<file path="src/rtl/echo_cancel_sequencer_pkg.sv">
// Shared types and constants for the echo-cancellation control sequencer.
package echo_seq_pkg;
  localparam int SIG_W = 16;
  localparam int DBL_W = 64;

  localparam logic [1:0] MODE_AUTO   = 2'd0;
  localparam logic [1:0] MODE_ALWAYS = 2'd1;
  localparam logic [1:0] MODE_FREEZE = 2'd2;

  typedef enum logic [2:0] {
    S_IDLE,
    S_CVT,
    S_ADAPT,
    S_CANCEL,
    S_EMIT,
    S_NEXT
  } state_e;

  // Adaptation decision for one channel; encoding 3 behaves like freeze.
  function automatic logic do_adapt(input logic [1:0] mode, input logic below_limit);
    case (mode)
      MODE_ALWAYS: return 1'b1;
      MODE_AUTO:   return below_limit;
      MODE_FREEZE: return 1'b0;
      default:     return 1'b0;
    endcase
  endfunction
endpackage

</file>
<file path="src/rtl/echo_cancel_sequencer_if.sv">
// Start/done handshakes and operand buses between the sequencer and the
// shared arithmetic units (converter, para-approx, canceller, output cvt).
interface echo_cancel_sequencer_if;
  import echo_seq_pkg::*;

  logic             cvt_start;
  logic             cvt_done;
  logic [SIG_W-1:0] cvt_sig;
  logic [SIG_W-1:0] cvt_lag;
  logic [DBL_W-1:0] cvt_sig_d;
  logic [DBL_W-1:0] cvt_lag_d;

  logic             adp_start;
  logic             adp_done;
  logic [DBL_W-1:0] adp_sig;
  logic [DBL_W-1:0] adp_lag;
  logic [DBL_W-1:0] adp_e;

  logic             can_start;
  logic             can_done;
  logic [DBL_W-1:0] can_sig;
  logic [DBL_W-1:0] can_lag;
  logic [DBL_W-1:0] can_out;

  logic             out_start;
  logic [DBL_W-1:0] out_d;

  modport master (
    output cvt_start, cvt_sig, cvt_lag,
    output adp_start, adp_sig, adp_lag,
    output can_start, can_sig, can_lag,
    output out_start, out_d,
    input  cvt_done, cvt_sig_d, cvt_lag_d,
    input  adp_done, adp_e,
    input  can_done, can_out
  );

  modport slave (
    input  cvt_start, cvt_sig, cvt_lag,
    input  adp_start, adp_sig, adp_lag,
    input  can_start, can_sig, can_lag,
    input  out_start, out_d,
    output cvt_done, cvt_sig_d, cvt_lag_d,
    output adp_done, adp_e,
    output can_done, can_out
  );
endinterface

</file>
<file path="src/rtl/echo_stage_timer.sv">
// Clearable saturating cycle counter; expired is high in the TIMEOUT-th
// cycle after a clear, so a stage gives up after TIMEOUT cycles without done.
module echo_stage_timer #(
  parameter int TIMEOUT = 1023
) (
  input  logic clk,
  input  logic rst,
  input  logic clr,
  output logic expired
);
  localparam int TW = $clog2(TIMEOUT + 1);

  logic [TW-1:0] cnt_q, cnt_d;

  // Count up from zero after a clear, holding at TIMEOUT.
  always_comb begin
    cnt_d = cnt_q;
    if (clr)                        cnt_d = '0;
    else if (cnt_q != TW'(TIMEOUT)) cnt_d = cnt_q + 1'b1;
  end

  // Counter register.
  always_ff @(posedge clk) begin
    if (rst) cnt_q <= '0;
    else     cnt_q <= cnt_d;
  end

  assign expired = (cnt_q >= TW'(TIMEOUT - 1));
endmodule

</file>
<file path="src/rtl/echo_cancel_sequencer.sv">
// Per-sample sequencer: walks each channel pair through convert, optional
// NLMS adaptation, cancellation and output launch using start/done handshakes.
module echo_cancel_sequencer
  import echo_seq_pkg::*;
#(
  parameter int N_CH    = 2,
  parameter int ITER_W  = 13,
  parameter int TIMEOUT = 1023,
  localparam int CHW    = (N_CH > 1) ? $clog2(N_CH) : 1
) (
  input  logic                    clk_operation,
  input  logic                    rst,
  input  logic                    enable,
  input  logic                    sample_strobe,
  input  logic [SIG_W*N_CH-1:0]   sig16b,
  input  logic [SIG_W*N_CH-1:0]   sig16b_lag,
  input  logic [ITER_W-1:0]       set_max_iteration,
  input  logic [1:0]              mode,
  output logic [CHW-1:0]          ch,
  output logic [ITER_W*N_CH-1:0]  iteration,
  output logic                    busy,
  output logic                    overrun,
  output logic                    timeout_err,
  echo_cancel_sequencer_if.master arith
);
  state_e                       state_q, state_d;
  logic [CHW-1:0]               ch_q, ch_d;
  logic [N_CH-1:0][SIG_W-1:0]   sig_q, sig_d, lag_q, lag_d;
  logic [DBL_W-1:0]             dsig_q, dsig_d, dlag_q, dlag_d;
  logic [DBL_W-1:0]             adp_e_q, adp_e_d, out_d_q, out_d_d;
  logic                         adapt_q, adapt_d;
  logic                         cvt_start_q, cvt_start_d, adp_start_q, adp_start_d;
  logic                         can_start_q, can_start_d, out_start_q, out_start_d;
  logic                         overrun_q, overrun_d, tmo_q, tmo_d;
  logic                         tmr_clr, tmr_exp, inc_en;
  logic [ITER_W-1:0]            iter_cur [N_CH];

  // Next-state, datapath capture and sticky error logic for the sequencer.
  always_comb begin
    state_d   = state_q;
    ch_d      = ch_q;
    sig_d     = sig_q;
    lag_d     = lag_q;
    dsig_d    = dsig_q;
    dlag_d    = dlag_q;
    adp_e_d   = adp_e_q;
    out_d_d   = out_d_q;
    adapt_d   = adapt_q;
    overrun_d = overrun_q;
    tmo_d     = tmo_q;
    out_start_d = 1'b0;
    inc_en    = 1'b0;
    if (sample_strobe && state_q != S_IDLE) overrun_d = 1'b1;
    case (state_q)
      S_IDLE: begin
        if (sample_strobe && enable) begin
          sig_d   = sig16b;
          lag_d   = sig16b_lag;
          ch_d    = '0;
          state_d = S_CVT;
        end
      end
      // A done raised in the same cycle as its start is not trusted.
      S_CVT: begin
        if (arith.cvt_done && !cvt_start_q) begin
          dsig_d  = arith.cvt_sig_d;
          dlag_d  = arith.cvt_lag_d;
          adapt_d = do_adapt(mode, iter_cur[ch_q] < set_max_iteration);
          state_d = do_adapt(mode, iter_cur[ch_q] < set_max_iteration) ? S_ADAPT : S_CANCEL;
        end else if (tmr_exp) begin
          tmo_d   = 1'b1;
          state_d = S_NEXT;
        end
      end
      S_ADAPT: begin
        if (arith.adp_done && !adp_start_q) begin
          adp_e_d = arith.adp_e;
          state_d = S_CANCEL;
        end else if (tmr_exp) begin
          tmo_d   = 1'b1;
          state_d = S_NEXT;
        end
      end
      S_CANCEL: begin
        if (arith.can_done && !can_start_q) begin
          out_d_d     = adapt_q ? adp_e_q : arith.can_out;
          out_start_d = 1'b1;
          state_d     = S_EMIT;
        end else if (tmr_exp) begin
          tmo_d   = 1'b1;
          state_d = S_NEXT;
        end
      end
      S_EMIT: begin
        inc_en  = adapt_q;
        state_d = S_NEXT;
      end
      S_NEXT: begin
        if (ch_q == CHW'(N_CH - 1)) begin
          state_d = S_IDLE;
        end else begin
          ch_d    = ch_q + 1'b1;
          state_d = S_CVT;
        end
      end
      default: state_d = S_IDLE;
    endcase
    cvt_start_d = (state_d == S_CVT)    && (state_q != S_CVT);
    adp_start_d = (state_d == S_ADAPT)  && (state_q != S_ADAPT);
    can_start_d = (state_d == S_CANCEL) && (state_q != S_CANCEL);
  end

  // Every state change restarts the stage timer.
  assign tmr_clr = (state_d != state_q);

  echo_stage_timer #(.TIMEOUT(TIMEOUT)) u_timer (
    .clk     (clk_operation),
    .rst     (rst),
    .clr     (tmr_clr),
    .expired (tmr_exp)
  );

  // Sequencer state and registered outputs.
  always_ff @(posedge clk_operation) begin
    if (rst) begin
      state_q     <= S_IDLE;
      ch_q        <= '0;
      sig_q       <= '0;
      lag_q       <= '0;
      dsig_q      <= '0;
      dlag_q      <= '0;
      adp_e_q     <= '0;
      out_d_q     <= '0;
      adapt_q     <= 1'b0;
      cvt_start_q <= 1'b0;
      adp_start_q <= 1'b0;
      can_start_q <= 1'b0;
      out_start_q <= 1'b0;
      overrun_q   <= 1'b0;
      tmo_q       <= 1'b0;
    end else begin
      state_q     <= state_d;
      ch_q        <= ch_d;
      sig_q       <= sig_d;
      lag_q       <= lag_d;
      dsig_q      <= dsig_d;
      dlag_q      <= dlag_d;
      adp_e_q     <= adp_e_d;
      out_d_q     <= out_d_d;
      adapt_q     <= adapt_d;
      cvt_start_q <= cvt_start_d;
      adp_start_q <= adp_start_d;
      can_start_q <= can_start_d;
      out_start_q <= out_start_d;
      overrun_q   <= overrun_d;
      tmo_q       <= tmo_d;
    end
  end

  for (genvar c = 0; c < N_CH; c++) begin : g_iter
    logic [ITER_W-1:0] it_q, it_d;

    // Saturating adaptation count, bumped in EMIT of an adapted channel.
    always_comb begin
      it_d = it_q;
      if (inc_en && ch_q == CHW'(c) && it_q != '1) it_d = it_q + 1'b1;
    end

    // Iteration register for this channel.
    always_ff @(posedge clk_operation) begin
      if (rst) it_q <= '0;
      else     it_q <= it_d;
    end

    assign iter_cur[c]                    = it_q;
    assign iteration[ITER_W*c +: ITER_W] = it_q;
  end

  assign arith.cvt_start = cvt_start_q;
  assign arith.cvt_sig   = sig_q[ch_q];
  assign arith.cvt_lag   = lag_q[ch_q];
  assign arith.adp_start = adp_start_q;
  assign arith.adp_sig   = dsig_q;
  assign arith.adp_lag   = dlag_q;
  assign arith.can_start = can_start_q;
  assign arith.can_sig   = dsig_q;
  assign arith.can_lag   = dlag_q;
  assign arith.out_start = out_start_q;
  assign arith.out_d     = out_d_q;

  assign ch          = ch_q;
  assign busy        = (state_q != S_IDLE);
  assign overrun     = overrun_q;
  assign timeout_err = tmo_q;
endmodule

</file>
<file path="src/flat_wrapper.sv">
// flat-port wrapper written by rule: the top's interface ports become plain ports
module echo_cancel_sequencer_flat import echo_seq_pkg::*;
#(
  parameter int N_CH    = 2,
  parameter int ITER_W  = 13,
  parameter int TIMEOUT = 1023,
  localparam int CHW    = (N_CH > 1) ? $clog2(N_CH) : 1
)
  (clk_operation, rst, enable, sample_strobe, sig16b, sig16b_lag, set_max_iteration, mode, ch, iteration, busy, overrun, timeout_err, arith_cvt_start, arith_cvt_sig, arith_cvt_lag, arith_adp_start, arith_adp_sig, arith_adp_lag, arith_can_start, arith_can_sig, arith_can_lag, arith_out_start, arith_out_d, arith_cvt_done, arith_cvt_sig_d, arith_cvt_lag_d, arith_adp_done, arith_adp_e, arith_can_done, arith_can_out);
  echo_cancel_sequencer_if arith_i ();
  input  logic clk_operation;
  input  logic rst;
  input  logic enable;
  input  logic sample_strobe;
  input  logic [SIG_W*N_CH-1:0] sig16b;
  input  logic [SIG_W*N_CH-1:0] sig16b_lag;
  input  logic [ITER_W-1:0] set_max_iteration;
  input  logic [1:0] mode;
  output logic [CHW-1:0] ch;
  output logic [ITER_W*N_CH-1:0] iteration;
  output logic busy;
  output logic overrun;
  output logic timeout_err;
  output wire logic [$bits(arith_i.cvt_start)-1:0] arith_cvt_start;
  output wire logic [$bits(arith_i.cvt_sig)-1:0] arith_cvt_sig;
  output wire logic [$bits(arith_i.cvt_lag)-1:0] arith_cvt_lag;
  output wire logic [$bits(arith_i.adp_start)-1:0] arith_adp_start;
  output wire logic [$bits(arith_i.adp_sig)-1:0] arith_adp_sig;
  output wire logic [$bits(arith_i.adp_lag)-1:0] arith_adp_lag;
  output wire logic [$bits(arith_i.can_start)-1:0] arith_can_start;
  output wire logic [$bits(arith_i.can_sig)-1:0] arith_can_sig;
  output wire logic [$bits(arith_i.can_lag)-1:0] arith_can_lag;
  output wire logic [$bits(arith_i.out_start)-1:0] arith_out_start;
  output wire logic [$bits(arith_i.out_d)-1:0] arith_out_d;
  input wire logic [$bits(arith_i.cvt_done)-1:0] arith_cvt_done;
  input wire logic [$bits(arith_i.cvt_sig_d)-1:0] arith_cvt_sig_d;
  input wire logic [$bits(arith_i.cvt_lag_d)-1:0] arith_cvt_lag_d;
  input wire logic [$bits(arith_i.adp_done)-1:0] arith_adp_done;
  input wire logic [$bits(arith_i.adp_e)-1:0] arith_adp_e;
  input wire logic [$bits(arith_i.can_done)-1:0] arith_can_done;
  input wire logic [$bits(arith_i.can_out)-1:0] arith_can_out;
  assign arith_cvt_start = arith_i.cvt_start;
  assign arith_cvt_sig = arith_i.cvt_sig;
  assign arith_cvt_lag = arith_i.cvt_lag;
  assign arith_adp_start = arith_i.adp_start;
  assign arith_adp_sig = arith_i.adp_sig;
  assign arith_adp_lag = arith_i.adp_lag;
  assign arith_can_start = arith_i.can_start;
  assign arith_can_sig = arith_i.can_sig;
  assign arith_can_lag = arith_i.can_lag;
  assign arith_out_start = arith_i.out_start;
  assign arith_out_d = arith_i.out_d;
  assign arith_i.cvt_done = arith_cvt_done;
  assign arith_i.cvt_sig_d = arith_cvt_sig_d;
  assign arith_i.cvt_lag_d = arith_cvt_lag_d;
  assign arith_i.adp_done = arith_adp_done;
  assign arith_i.adp_e = arith_adp_e;
  assign arith_i.can_done = arith_can_done;
  assign arith_i.can_out = arith_can_out;
  echo_cancel_sequencer #(.N_CH(N_CH), .ITER_W(ITER_W), .TIMEOUT(TIMEOUT)) u_core (.clk_operation(clk_operation), .rst(rst), .enable(enable), .sample_strobe(sample_strobe), .sig16b(sig16b), .sig16b_lag(sig16b_lag), .set_max_iteration(set_max_iteration), .mode(mode), .ch(ch), .iteration(iteration), .busy(busy), .overrun(overrun), .timeout_err(timeout_err), .arith(arith_i));
endmodule
</file>
<file path="config.mk">
export PLATFORM = sky130hd
export DESIGN_NAME = echo_cancel_sequencer_flat
export DESIGN_NICKNAME = d
export VERILOG_FILES = /design/src/rtl/echo_cancel_sequencer_pkg.sv /design/src/rtl/echo_cancel_sequencer_if.sv /design/src/rtl/echo_stage_timer.sv /design/src/rtl/echo_cancel_sequencer.sv /design/src/flat_wrapper.sv
export SDC_FILE = /design/constraint.sdc
export NUM_CORES = 1
export LEC_CHECK = 0
export ABC_AREA = 1
export CAP_MARGIN = 5
export CORE_AREA = 3 3 278 280
export DETAILED_ROUTE_END_ITERATION = 10
export DIE_AREA = 0 0 281 283
export PLACE_DENSITY_LB_ADDON = 0.25
export SETUP_SLACK_MARGIN = 0.1
export SLEW_MARGIN = 30
export SYNTH_ARGS = -nofsm -noshare
export SYNTH_HDL_FRONTEND = slang
export SYNTH_HIERARCHICAL = 1
export SYNTH_SLANG_ARGS = --single-unit
</file>
<file path="constraint.sdc">
create_clock -name clk_operation -period 4.4 [get_ports clk_operation]
set_clock_uncertainty 0.2 [all_clocks]
set_input_delay 0.88 -clock clk_operation [delete_from_list [all_inputs] [get_ports clk_operation]]
set_output_delay 0.88 -clock clk_operation [all_outputs]
set_load 0.02 [all_outputs]
</file>
# ---- After elaboration in Yosys (flattened, before gate mapping)
# Index checks and enable logic that the tools add are counted.
dict set report word_totals {
  latch_bits 0
  output_inout_bits 386
  ff_bits 367
  ramBits 0
  mem_count 0
  mem_bits_ro 0
  inputBits 342
}
dict set report classes {
  order_cmp 4
  n_shift 0
  mux 29
  reduce_logical 28
  n_bitwise 3
  add_sub_neg 4
  eq_ne 20
  multipliers 0
  n_div 0
}
# cell n
set ops {}
lappend ops {{$mux W16} 4}
lappend ops {{$mux W64} 1}
lappend ops {{$mux W13} 3}
lappend ops {{$add A13 B1 Y13 const B} 2}
lappend ops {{$ne A13 B13 Y1 const B} 2}
lappend ops {{$pmux W3 S6} 1}
lappend ops {{$mux W3} 5}
lappend ops {{$lt A13 B13 Y1} 1}
lappend ops {{$eq A3 B2 Y1 const B} 4}
lappend ops {{$logic_and A1 B1 Y1} 12}
lappend ops {{$mux W1} 12}
lappend ops {{$add A10 B1 Y10 const B} 1}
lappend ops {{$ge A10 B10 Y1 const B} 1}
lappend ops {{$ne A10 B10 Y1 const B} 1}
lappend ops {{$reduce_and A2 Y1} 5}
lappend ops {{$eq A3 B1 Y1 const B} 2}
lappend ops {{$eq A3 B3 Y1 const B} 2}
lappend ops {{$ne A2 B2 Y1 const B} 3}
lappend ops {{$ne A3 B2 Y1 const B} 2}
lappend ops {{$reduce_bool A3 Y1} 2}
lappend ops {{$pmux W1 S2} 2}
lappend ops {{$reduce_and A4 Y1} 1}
lappend ops {{$reduce_or A2 Y1} 2}
lappend ops {{$logic_not A1 Y1} 3}
lappend ops {{other kinds (13)} 14}

# ---- Depth between registers and ports, before layout
# Gate-level depths: netlist of the first run.
dict set report logic_depth {
  word_depth 13
  ltp_mapped 21
  mapped_depth_nobuf 18
}

# ---- Cells and area by module
# The synthesis of the first run kept the hierarchy.
# mod area_each_um2 instances cells_per_inst
set by_module_without_submodules {}
lappend by_module_without_submodules {echo_cancel_sequencer 15073.2 1 2044}
lappend by_module_without_submodules {echo_stage_timer 564.3 1 86}

# ---- Worst setup path after synthesis of the first run
# Ideal clock, no wire load.
dict set report synth_path {
  kind {reg2reg}
  startpoint {register u_core.ch_q, in the netlist u_core/ch}
  endpoint {register u_core.u_timer.cnt_q[3]}
  stages_incl_launch_ff 22
  setup_slack_ns 1.337
  synth_period_minus_slack_ns 3.063
  arrival_time_ns 2.788
  path_cell_list {dfxtp_1 buf_2 clkbuf_1 clkbuf_1 nand2_1 o21ai_0 ha_1 nand2_1 inv_1 a21oi_1 nand2_1 nand2_1 nand2_1 nand2_1 nand3_1 nand2_1 nand2_1 nand2_1 nand2_1 nor2_2 inv_1 a31oi_1}
}
dict set report synth_between {
  elab_chain_len 13
  elab_cells_between_ends 14
  classes_between {order compare: 1; eq/ne: 1; mux: 10; bitwise: 1; reduce/logical: 1}
}
# element line
set synth_lines {}
lappend synth_lines {{from (decl)} echo_cancel_sequencer.sv:27} ;# logic [CHW-1:0] ch_q, ch_d;
lappend synth_lines {{from (signal assigned)} echo_cancel_sequencer.sv:143} ;# ch_q <= ch_d;
lappend synth_lines {{$not A1 Y2 (implied by the code)} echo_cancel_sequencer.sv:69} ;# state_d = do_adapt(mode, iter_cur[ch_q] < set_max_iteration) ? S_ADAPT : S_CANCEL;
lappend synth_lines {{$mux W13 (implied by the code) (3 in series)} echo_cancel_sequencer.sv:69}
lappend synth_lines {{$lt A13 B13 Y1} echo_cancel_sequencer.sv:69}
lappend synth_lines {{$pmux W1 S2} echo_cancel_sequencer_pkg.sv:21} ;# case (mode)
lappend synth_lines {{$mux W1} echo_cancel_sequencer.sv:65} ;# if (arith.cvt_done && !cvt_start_q) begin
lappend synth_lines {{$mux W1} echo_cancel_sequencer.sv:54} ;# case (state_q)
lappend synth_lines {{$mux W1} echo_cancel_sequencer.sv:69}
lappend synth_lines {{$mux W3} echo_cancel_sequencer.sv:65}
lappend synth_lines {{$pmux W3 S6 *} echo_cancel_sequencer.sv:54}
lappend synth_lines {{$ne A3 B3 Y1 *} echo_cancel_sequencer.sv:114} ;# assign tmr_clr = (state_d != state_q);
lappend synth_lines {{named net u_core.tmr_clr} echo_cancel_sequencer.sv:35} ;# logic tmr_clr, tmr_exp, inc_en;
lappend synth_lines {{$reduce_or A2 Y1 (no line) *} --}
lappend synth_lines {{to (signal assigned)} echo_stage_timer.sv:25} ;# else cnt_q <= cnt_d;
lappend synth_lines {{to (decl)} echo_stage_timer.sv:13} ;# logic [TW-1:0] cnt_q, cnt_d;
# Mark *: on every way through the listed nets, which the timed path passes. The rest lies on a longest branch. The select of a mux whose other input is x is not followed.
# A chain may end at the register's enable or synchronous reset.

# ---- Worst setup path in the final report of the first run
dict set report layout_path {
  startpoint {register u_core.ch_q, in the netlist u_core/ch}
  endpoint {output port arith_cvt_lag[5]}
}
dict set report layout_between {
  elab_chain_len 2
}
# element line
set layout_lines {}
lappend layout_lines {{$mux W16 (implied by the code) (2 in series)} echo_cancel_sequencer.sv:181} ;# assign arith.cvt_lag = lag_q[ch_q];
lappend layout_lines {{to (decl)} flat_wrapper.sv:26} ;# output wire logic [$bits(arith_i.cvt_lag)-1:0] arith_cvt_lag;
# Every way passes these cells. The select of a mux whose other input is x is not followed.

==> impl_metrics.yaml, run 1 <==
synth:
  synth_top_family_by_area: "simple AND/OR/NAND/NOR gates"
  async_flop_share_pct: 0
  yosys.area.top_type: "dfxtp_1"
  ys.flop_type: "dfxtp_1"
  ys_seq_elements: 367
  synth-simple-area-share_pct: 19.53
  synthAdderAreaFrac_pct: 1.280
  synth_compound_area_share_pct: 18.26
  synth_fp_nets: 2488
  seq_area_frac_synth_pct: 46.98
  syn_area_sq_mm: 0.01564
  synth_top_area_share_pct: 46.98
  synth.area.top_cells: "dfxtp_1 (47%), o21ai_0 (12%), nor2_1 (10%), nand2_1 (6.6%), buf_4 (6.3%)"
  yosys_warnings: 6
  synth.most_common_cell: "nor2_1"
  synth.avg_cell_area_sq_um: 7.342
  synth_cell_types: 32
  synth_common_cells: "nor2_1 (419), o21ai_0 (379), dfxtp_1 (367), nand2_1 (275), inv_1 (149)"
  synth_xor_area_share_pct: 0.3921
  syn_inst: 2130
  synth_edf_count: 0
  synthMuxAreaShare_pct: 0
power:
  ir_drop_mv: 0.2009
  p_leak_nw: 9.265
  power_density_mw_per_mm2: 352.4
clocking:
  clk_pin_slew_ns: 0.06
  cts.htree.levels: 2
  cts_hold_buf: 0
  cts_tree: "built"
  post_cts_buffers: 0
  clock_latency_ns: 0.55
  numCtsBuffers: 44
  cts.path.max_buffers: 3
  post_cts_resized: 0
  numClockSinks: 367
  cts-root-buf: "clkbuf_16"
route:
  dr.max_layer_used: "met5"
  post_drt_via_cell_ratio: 4.216
  wl_met1_um: 28250
  met3WireLength_um: 5814
  drtAntennaViolNets: 0
  drc: 0
  routed_wl_um: 68820
  drt_iter0_drc: 857
  wl_per_cell_um: 18.78
  vias: 15450
  dr.pass1.iters: 5
  wl_met2_um: 33000
worst_hold_path:
  hp-class: "register to register"
  hp-start: "u_core/lag_q[25]"
  hold_end: "u_core/lag_q[25]"
  hold_depth: 2
timing:
  fin_tns_setup_ns: 0
  rsz0062_at_grt: "no"
  setup_slack_ns: 0.5670
  slew_viol_final: 0
  hold_violations: 0
  max-slew-margin-rel_pct: 42.07
  period_needed_ns: 3.833
  max_freq_mhz: 260.9
  finalCritPeriodShare_pct: 87.11
  setup_viol: 0
  tightestPinTransition_ns: 0.8689
floorplan:
  die_x_um: 281
  coreArea_sq_mm: 0.07470
  start_util_pct: 20.93
  die_h_um: 283
  fp-row-count: 100
  pin_count: 728
  die-area_sq_mm: 0.07952
setup_path:
  worstSetupPathType: "register to output port"
  path_max_fanout: 51
  reg2reg_slack_ns: 1.09
  rr_worst_depth: 17
  cp.arrival_ns: 2.75
  worstSetupEndpointType: "output port"
  r2r-start: "u_core/ch"
  r2r-end: "u_core/u_timer/cnt_q[3]"
  cp.required_ns: 3.32
  critPathLaunchType: "register"
placed_design:
  pre_cts_ws_ns: 0.8897
  globalplace.congestion: 0.8139
  io_buffers: 727
  dp_hpwl_um: 50320
cells_and_area:
  fillers: 7998
  drive_above_1_share_pct: 4.315
  final_nets: 3014
  syn_to_final_growth_pct: 55.13
run:
  max-cap-violations: 0
global_route:
  grt_pass1_vias: 15170
  antenna_found_initial: 14
  grt_remaining_overflow: 0
  grt_pass1_wl_um: 99920
  grt_use_total_pct: 16.52
  grt_max_degree: 130
outcome:
  status: "complete, no violations"
cell usage in the layout (no fill, tap or decap), drive strengths merged:
cell type,count
nand4,8
and2,1
nand3,29
a21oi,101
clkinvlp,4
a31oi,68
nand2,282
dfxtp,367
or2,1
inv,155
a22oi,1
xor2,6
o21ai,383
clkbuf,63
and3,2
nor4,2
nor2,427
ha,16
nor3,16
bufinv,3
buf,16
diode,7
clkdlybuf4s50,727
clkinv,9
xnor2,1
routing by layer:
| layer | GRT usage [%] | vias to the layer above |
|---|---|---|
| met1 | 19.40 | 7013 |
| li1 | - | 7810 |
| met2 | 28.33 | 530 |
| met4 | 5.120 | 6 |
| met5 | 0 | - |
| met3 | 5.476 | 89 |
power by group:
part | total, W | internal, W | switching [W] | leakage (nW)
combinational | 0.00129 | 0.000655 | 0.000635 | 5.59
sequential | 0.00358 | 0.00346 | 0.000112 | 2.98
clock | 0.00368 | 0.00218 | 0.00150 | 0.698
flip-flops by register name (all words and copies together), names as in the netlist, 3 cells and up:
name and cells:
u_core/adp_e_q 64, u_core/lag_q 32, u_core/u_timer/cnt_q 10, u_core/arith.adp_lag 64, u_core/state_q 3, u_core/arith.out_d 64
u_core/sig_q 32, u_core/arith.adp_sig 64, u_core/g_iter.it_q 26
per-stage QoR:
stage          util (%)  std cells  hold WS [ns]  cell area, sq um  total power, W
3_5_place_dp      30.53       3579        0.2395             22810        0.004945
5_1_grt           32.47       3663        0.2655             24260        0.008931
4_1_cts           32.45       3657        0.2485             24240        0.008714
6_report          32.48       3664        0.2446             24260        0.008549
3_3_place_gp      30.53       3579        0.2368             22810        0.004949
2_1_floorplan         -       2130        0.2237             15640        0.004233
cells by family after synthesis:
group	Yosys count
AO/OA/AOI/OAI	553
buffers and inverters	419
XOR/XNOR	7
adder cells (fa/ha/maj)	16
AND/OR/NAND/NOR	768
flip-flops	367
worst max-delay path, cell delays in order, from the launching register on:
cell,delay (ns)
dfxtp_2,0.84
buf_4,0.50
nand2_1,0.08
o21ai_0,0.11
clkdlybuf4s50_1,0.66
cell type report:
type                    count  area (sq um)  share of cell area [%]
flip-flops and latches    367          7350                   30.30
clock inverters            15         160.2                  0.6602
well taps                 969          1212                   4.998
inverters                 156         596.8                   2.460
repair buffers            743          7472                   30.80
diodes                      7         17.52                 0.07221
multi-input cells        1344          6176                   25.46
clock buffers              63          1274                   5.251
worst max path at each step:
stage	from	to	slack, ns
2_1_floorplan	u_core/ch	u_core/u_timer/cnt_q[3]	1.34
3_3_place_gp	set_max_iteration[12]	u_core/u_timer/cnt_q[3]	0.90
3_5_place_dp	set_max_iteration[12]	u_core/u_timer/cnt_q[3]	0.89
4_1_cts	u_core/ch	arith_cvt_lag[5]	0.46
5_1_grt	u_core/ch	arith_cvt_lag[13]	0.28
6_report	u_core/ch	arith_cvt_lag[5]	0.57
No activity file was read; power rests on OpenSTA's default activity.
==> run 2: changes to the inputs <==
CTS_CLUSTER_DIAMETER = 40   (was unset)
SKIP_CTS_REPAIR_TIMING = 1   (was unset)
==> run 2 against run 1 <==
Against the previous run:
- sequential power barely moved
- utilization is 1.7 points higher
- total power rose by 27%
- design area rose by 5.3%
- largest power group unchanged
- first-iteration DRC count shrank 2.3%
- critical path depth unchanged
- wire length increased by 0.86%
==> impl_metrics.yaml, run 2 (synthesis gave the netlist of run 1 again) <==
setup_path:
  slowest_delay_ns: 0.84
  cpMaxStageDelayCell: "dfxtp_2"
  worstSetupPathType: "register to output port"
  critPathLaunchType: "register"
  cp_num_buf_inv: 2
  worstSetupEndpointType: "output port"
  cp.arrival_ns: 2.79
  cp.required_ns: 3.32
  path_max_fanout: 51
  crit_family: "buffers and inverters"
  path_cells: "buf_4, nand2_1, o21ai_0, clkdlybuf4s50_1"
global_route:
  grt_use_total_pct: 16.76
  grt_max_degree: 130
  grt_remaining_overflow: 0
  grt_pass1_wl_um: 101100
  antenna_found_initial: 11
  grt_pass1_vias: 15580
power:
  ir_drop_mv: 0.2562
  p_leak_nw: 9.863
  intPower_w: 0.008050
  swShare_pct: 25.81
  clockPowerShare_pct: 55.1
  power_switching_w: 0.002801
  p_comb_share_pct: 11.9
  seqPwrFrac_pct: 33.0
  power_density_mw_per_mm2: 424.8
timing:
  period_needed_ns: 3.869
  max_freq_mhz: 258.5
  finalCritPeriodShare_pct: 87.93
  setup_viol: 0
  holdWs_ns: 0.2424
  hold_violations: 0
  max-slew-margin-rel_pct: 43.46
  slew_viol_final: 0
  fin_tns_setup_ns: 0
  tightestPinTransition_ns: 0.8481
  setup_slack_ns: 0.5312
  rsz0062_at_grt: "no"
cells_and_area:
  final_cell_mix: "clkdlybuf4s50_1 (727), nor2_1 (419), o21ai_0 (379), dfxtp_1 (365), nand2_1 (275)"
  fillers: 7904
  final_common_cell: "clkdlybuf4s50_1"
  drive_above_1_share_pct: 6.623
  fin_util_pct: 34.19
  syn_to_final_growth_pct: 63.32
  final_nets: 3049
route:
  routed_wl_um: 69410
  post_drt_via_cell_ratio: 4.232
  vias: 15750
  drc: 0
  drt_iter0_drc: 837
  met3WireLength_um: 5709
  wl_met1_um: 28260
  dr.max_layer_used: "met5"
  dr.pass1.iters: 5
  drtAntennaViolNets: 0
  wl_per_cell_um: 18.65
  wl_met2_um: 33240
floorplan:
  coreArea_sq_mm: 0.07470
  die_x_um: 281
  fp-row-count: 100
  pin_count: 728
  start_util_pct: 20.93
  die-area_sq_mm: 0.07952
  die_h_um: 283
outcome:
  status: "complete, no violations"
clocking:
  numCtsBuffers: 79
  cts.path.max_buffers: 3
  cts-root-buf: "clkbuf_16"
  clk_pin_slew_ns: 0.04
  clock_latency_ns: 0.60
  cts.htree.levels: 3
  numClockSinks: 367
  cts_tree: "built"
worst_hold_path:
  hp-class: "register to register"
placed_design:
  pre_cts_ws_ns: 0.8897
  globalplace.congestion: 0.8139
  io_buffers: 727
  dp_hpwl_um: 50320
run:
  max-cap-violations: 0
-- run 2: worst min-delay path: stages, from the launching register on --
cell	delay (ns)
dfxtp_1	0.30
inv_1	0.05
a21oi_1	0.05
-- run 2: worst paths after layout --
kind	startpoint	end	slack, ns	cells after the start
min	u_core/lag_q[25]	u_core/lag_q[25]	0.24	2
max reg2reg	u_core/ch	u_core/u_timer/cnt_q[3]	1.13	17
min reg2reg	u_core/lag_q[25]	u_core/lag_q[25]	0.24	2
max	u_core/ch	arith_cvt_lag[5]	0.53	4
-- run 2: area by class of cell --
cell class	count	area, sq um	share of cell area, %
antenna	5	12.51	0.04899
clock buffer	98	2198	8.608
tap	969	1212	4.747
inverter	156	596.8	2.337
clock inverter	40	521.8	2.043
timing repair buffer	743	7472	29.26
multi-input combinational	1344	6176	24.18
sequential	367	7350	28.78
-- run 2: through the flow --
stage / std cells / power, W / area (sq um)
global placement: 3579 / 0.004949 / 22810
global route: 3722 / 0.01130 / 25540
CTS: 3717 / 0.01104 / 25530
floorplan: 2130 / 0.004233 / 15640
detailed placement: 3579 / 0.004945 / 22810
finish: 3722 / 0.01085 / 25540
-- run 2: per-layer routing --
| layer | track usage, % | vias to the layer above |
|---|---|---|
| met5 | 0 | - |
| met4 | 6.204 | 4 |
| met3 | 5.706 | 115 |
| met2 | 28.42 | 580 |
| met1 | 19.46 | 7144 |
| li1 | - | 7907 |
-- run 2: power groups by stage --
stage | Sequential, W | Combinational [W] | Clock, W
finish | 0.00359 | 0.00129 | 0.00597
global placement | 0.00365 | 0.00130 | 0
CTS | 0.00359 | 0.00131 | 0.00615
floorplan | 0.00370 | 0.000537 | 0
global route | 0.00360 | 0.00139 | 0.00631
detailed placement | 0.00365 | 0.00130 | 0
==> patch, RTL diff (settings of run 2) <==
`TIMEOUT` is set to 1023 in 3 places; all go to 4092.
--- a/src/rtl/echo_stage_timer.sv
+++ b/src/rtl/echo_stage_timer.sv
@@ -1,7 +1,7 @@
 // Clearable saturating cycle counter; expired is high in the TIMEOUT-th
 // cycle after a clear, so a stage gives up after TIMEOUT cycles without done.
 module echo_stage_timer #(
-  parameter int TIMEOUT = 1023
+  parameter int TIMEOUT = 4092
 ) (
   input  logic clk,
   input  logic rst,
--- a/src/rtl/echo_cancel_sequencer.sv
+++ b/src/rtl/echo_cancel_sequencer.sv
@@ -5,7 +5,7 @@
 #(
   parameter int N_CH    = 2,
   parameter int ITER_W  = 13,
-  parameter int TIMEOUT = 1023,
+  parameter int TIMEOUT = 4092,
   localparam int CHW    = (N_CH > 1) ? $clog2(N_CH) : 1
 ) (
   input  logic                    clk_operation,
--- a/src/flat_wrapper.sv
+++ b/src/flat_wrapper.sv
@@ -3,7 +3,7 @@
 #(
   parameter int N_CH    = 2,
   parameter int ITER_W  = 13,
-  parameter int TIMEOUT = 1023,
+  parameter int TIMEOUT = 4092,
   localparam int CHW    = (N_CH > 1) ? $clog2(N_CH) : 1
 )
   (clk_operation, rst, enable, sample_strobe, sig16b, sig16b_lag, set_max_iteration, mode, ch, iteration, busy, overrun, timeout_err, arith_cvt_start, arith_cvt_sig, arith_cvt_lag, arith_adp_start, arith_adp_sig, arith_adp_lag, arith_can_start, arith_can_sig, arith_can_lag, arith_out_start, arith_out_d, arith_cvt_done, arith_cvt_sig_d, arith_cvt_lag_d, arith_adp_done, arith_adp_e, arith_can_done, arith_can_out);
Check against the original RTL: no difference found for any inputs over 4 cycles, from zero or initial values and one cycle with rst high; that may be too few to reach the edited logic, so the function may still have changed.
==> patch against run 2 <==
  * Design area grew 1.5%
  * Worst setup slack gained 0.25 ns
  * Maximum frequency grew 6.8%
  * Global-route usage shrank 0.65 points
  * Wire length shrank 3.2%
  * Critical path type unchanged
  * Utilization grew 0.50 points
  * Total power grew 3.7%
  * Synthesized area grew 0.99%
  * Sequential cell count grew 2
==> patch: results (changes against run 2) <==
library cells used by synthesis=36 (was 32); GR Layer Usage met2=28.36% (was 28.42%); initial antenna violation count=9 (was 11); Seq/Total Area, Yosys=46.78% (was 46.98%); slowest cell delay on critical path=0.73 ns (was 0.84 ns); DR iter-0 viols=811 (was 837); grt met1 use=18.65% (was 19.46%); Multi-In Gates=1359 (was 1344); Total GRT Usage=16.11% (was 16.76%); Filler cells=7898 (was 7904); Synth area leaders=dfxtp_1 (47%), o21ai_0 (12%), nor2_1 (9.9%) (was dfxtp_1 (47%), o21ai_0 (12%), nor2_1 (10%)); net count after synthesis=2502 (was 2488); worst r2r path cells=18 (was 17); CP Data Arrival Time=2.54 ns (was 2.79 ns); # diodes=2 (was 5); first-pass GRT wire length=99.13 mm (was 101.1 mm); Seq area share=28.52% (was 28.78%); Post-synth top cells=nor2_1 (418), o21ai_0 (378), dfxtp_1 (369), nand2_1 (278), inv_1 (147) (was nor2_1 (419), o21ai_0 (379), dfxtp_1 (367), nand2_1 (275), inv_1 (149)); TritonCTS Buffers=75 (was 79); placer congestion estimate=0.8345 (was 0.8139); routed len/inst=17.93 um (was 18.65 um); placed cell areas=23060 um2 (was 22810 um2); layout cells sized above 1=6.883% (was 6.623%); Final HPWL DP=49.45 mm (was 50.32 mm); crit path max fanout=57 (was 51); num sequential=369 (was 367); P_sw=2.779 mW (was 2.801 mW); Hold Crit Start=u_core/lag_q[18] (was u_core/lag_q[25]); Logic inverters=154 (was 156); Worst Hold Path EP=u_core/lag_q[18] (was u_core/lag_q[25]); status=finished clean (unchanged); Met2 Wirelength=32.91 mm (was 33.24 mm); Layout clock area frac=11.01% (was 10.65%); vias in the first global route=15730 (was 15580)
patch: kinds of logic after synthesis:
family	count (synthesis)	share of synthesized area [%]
compound gates	555	18.17
flops	369	46.78
simple gates	780	20.04
xor+xnor	8	0.4437
fa+ha+maj	16	1.268
buf+inv	416	13.30
patch: per-stage QoR:
step,setup WS (ns),hold WS [ns],cells
4_1_cts,0.6767,0.2446,3744
2_1_floorplan,1.203,0.2237,2144
5_1_grt,0.5497,0.2522,3746
6_report,0.7777,0.2404,3746
3_5_place_dp,0.6718,0.2369,3605
3_3_place_gp,0.6936,0.2334,3605
patch: worst max-delay path by stage:
stage / endpoint / slack [ns]
after floorplan: u_core/u_timer/cnt_q[1] / 1.20
after global placement: u_core/arith.out_d[24] / 0.69
after detailed placement: u_core/arith.out_d[37] / 0.67
after CTS: arith_cvt_sig[4] / 0.68
after global routing: arith_cvt_sig[4] / 0.55
final: arith_cvt_sig[4] / 0.78
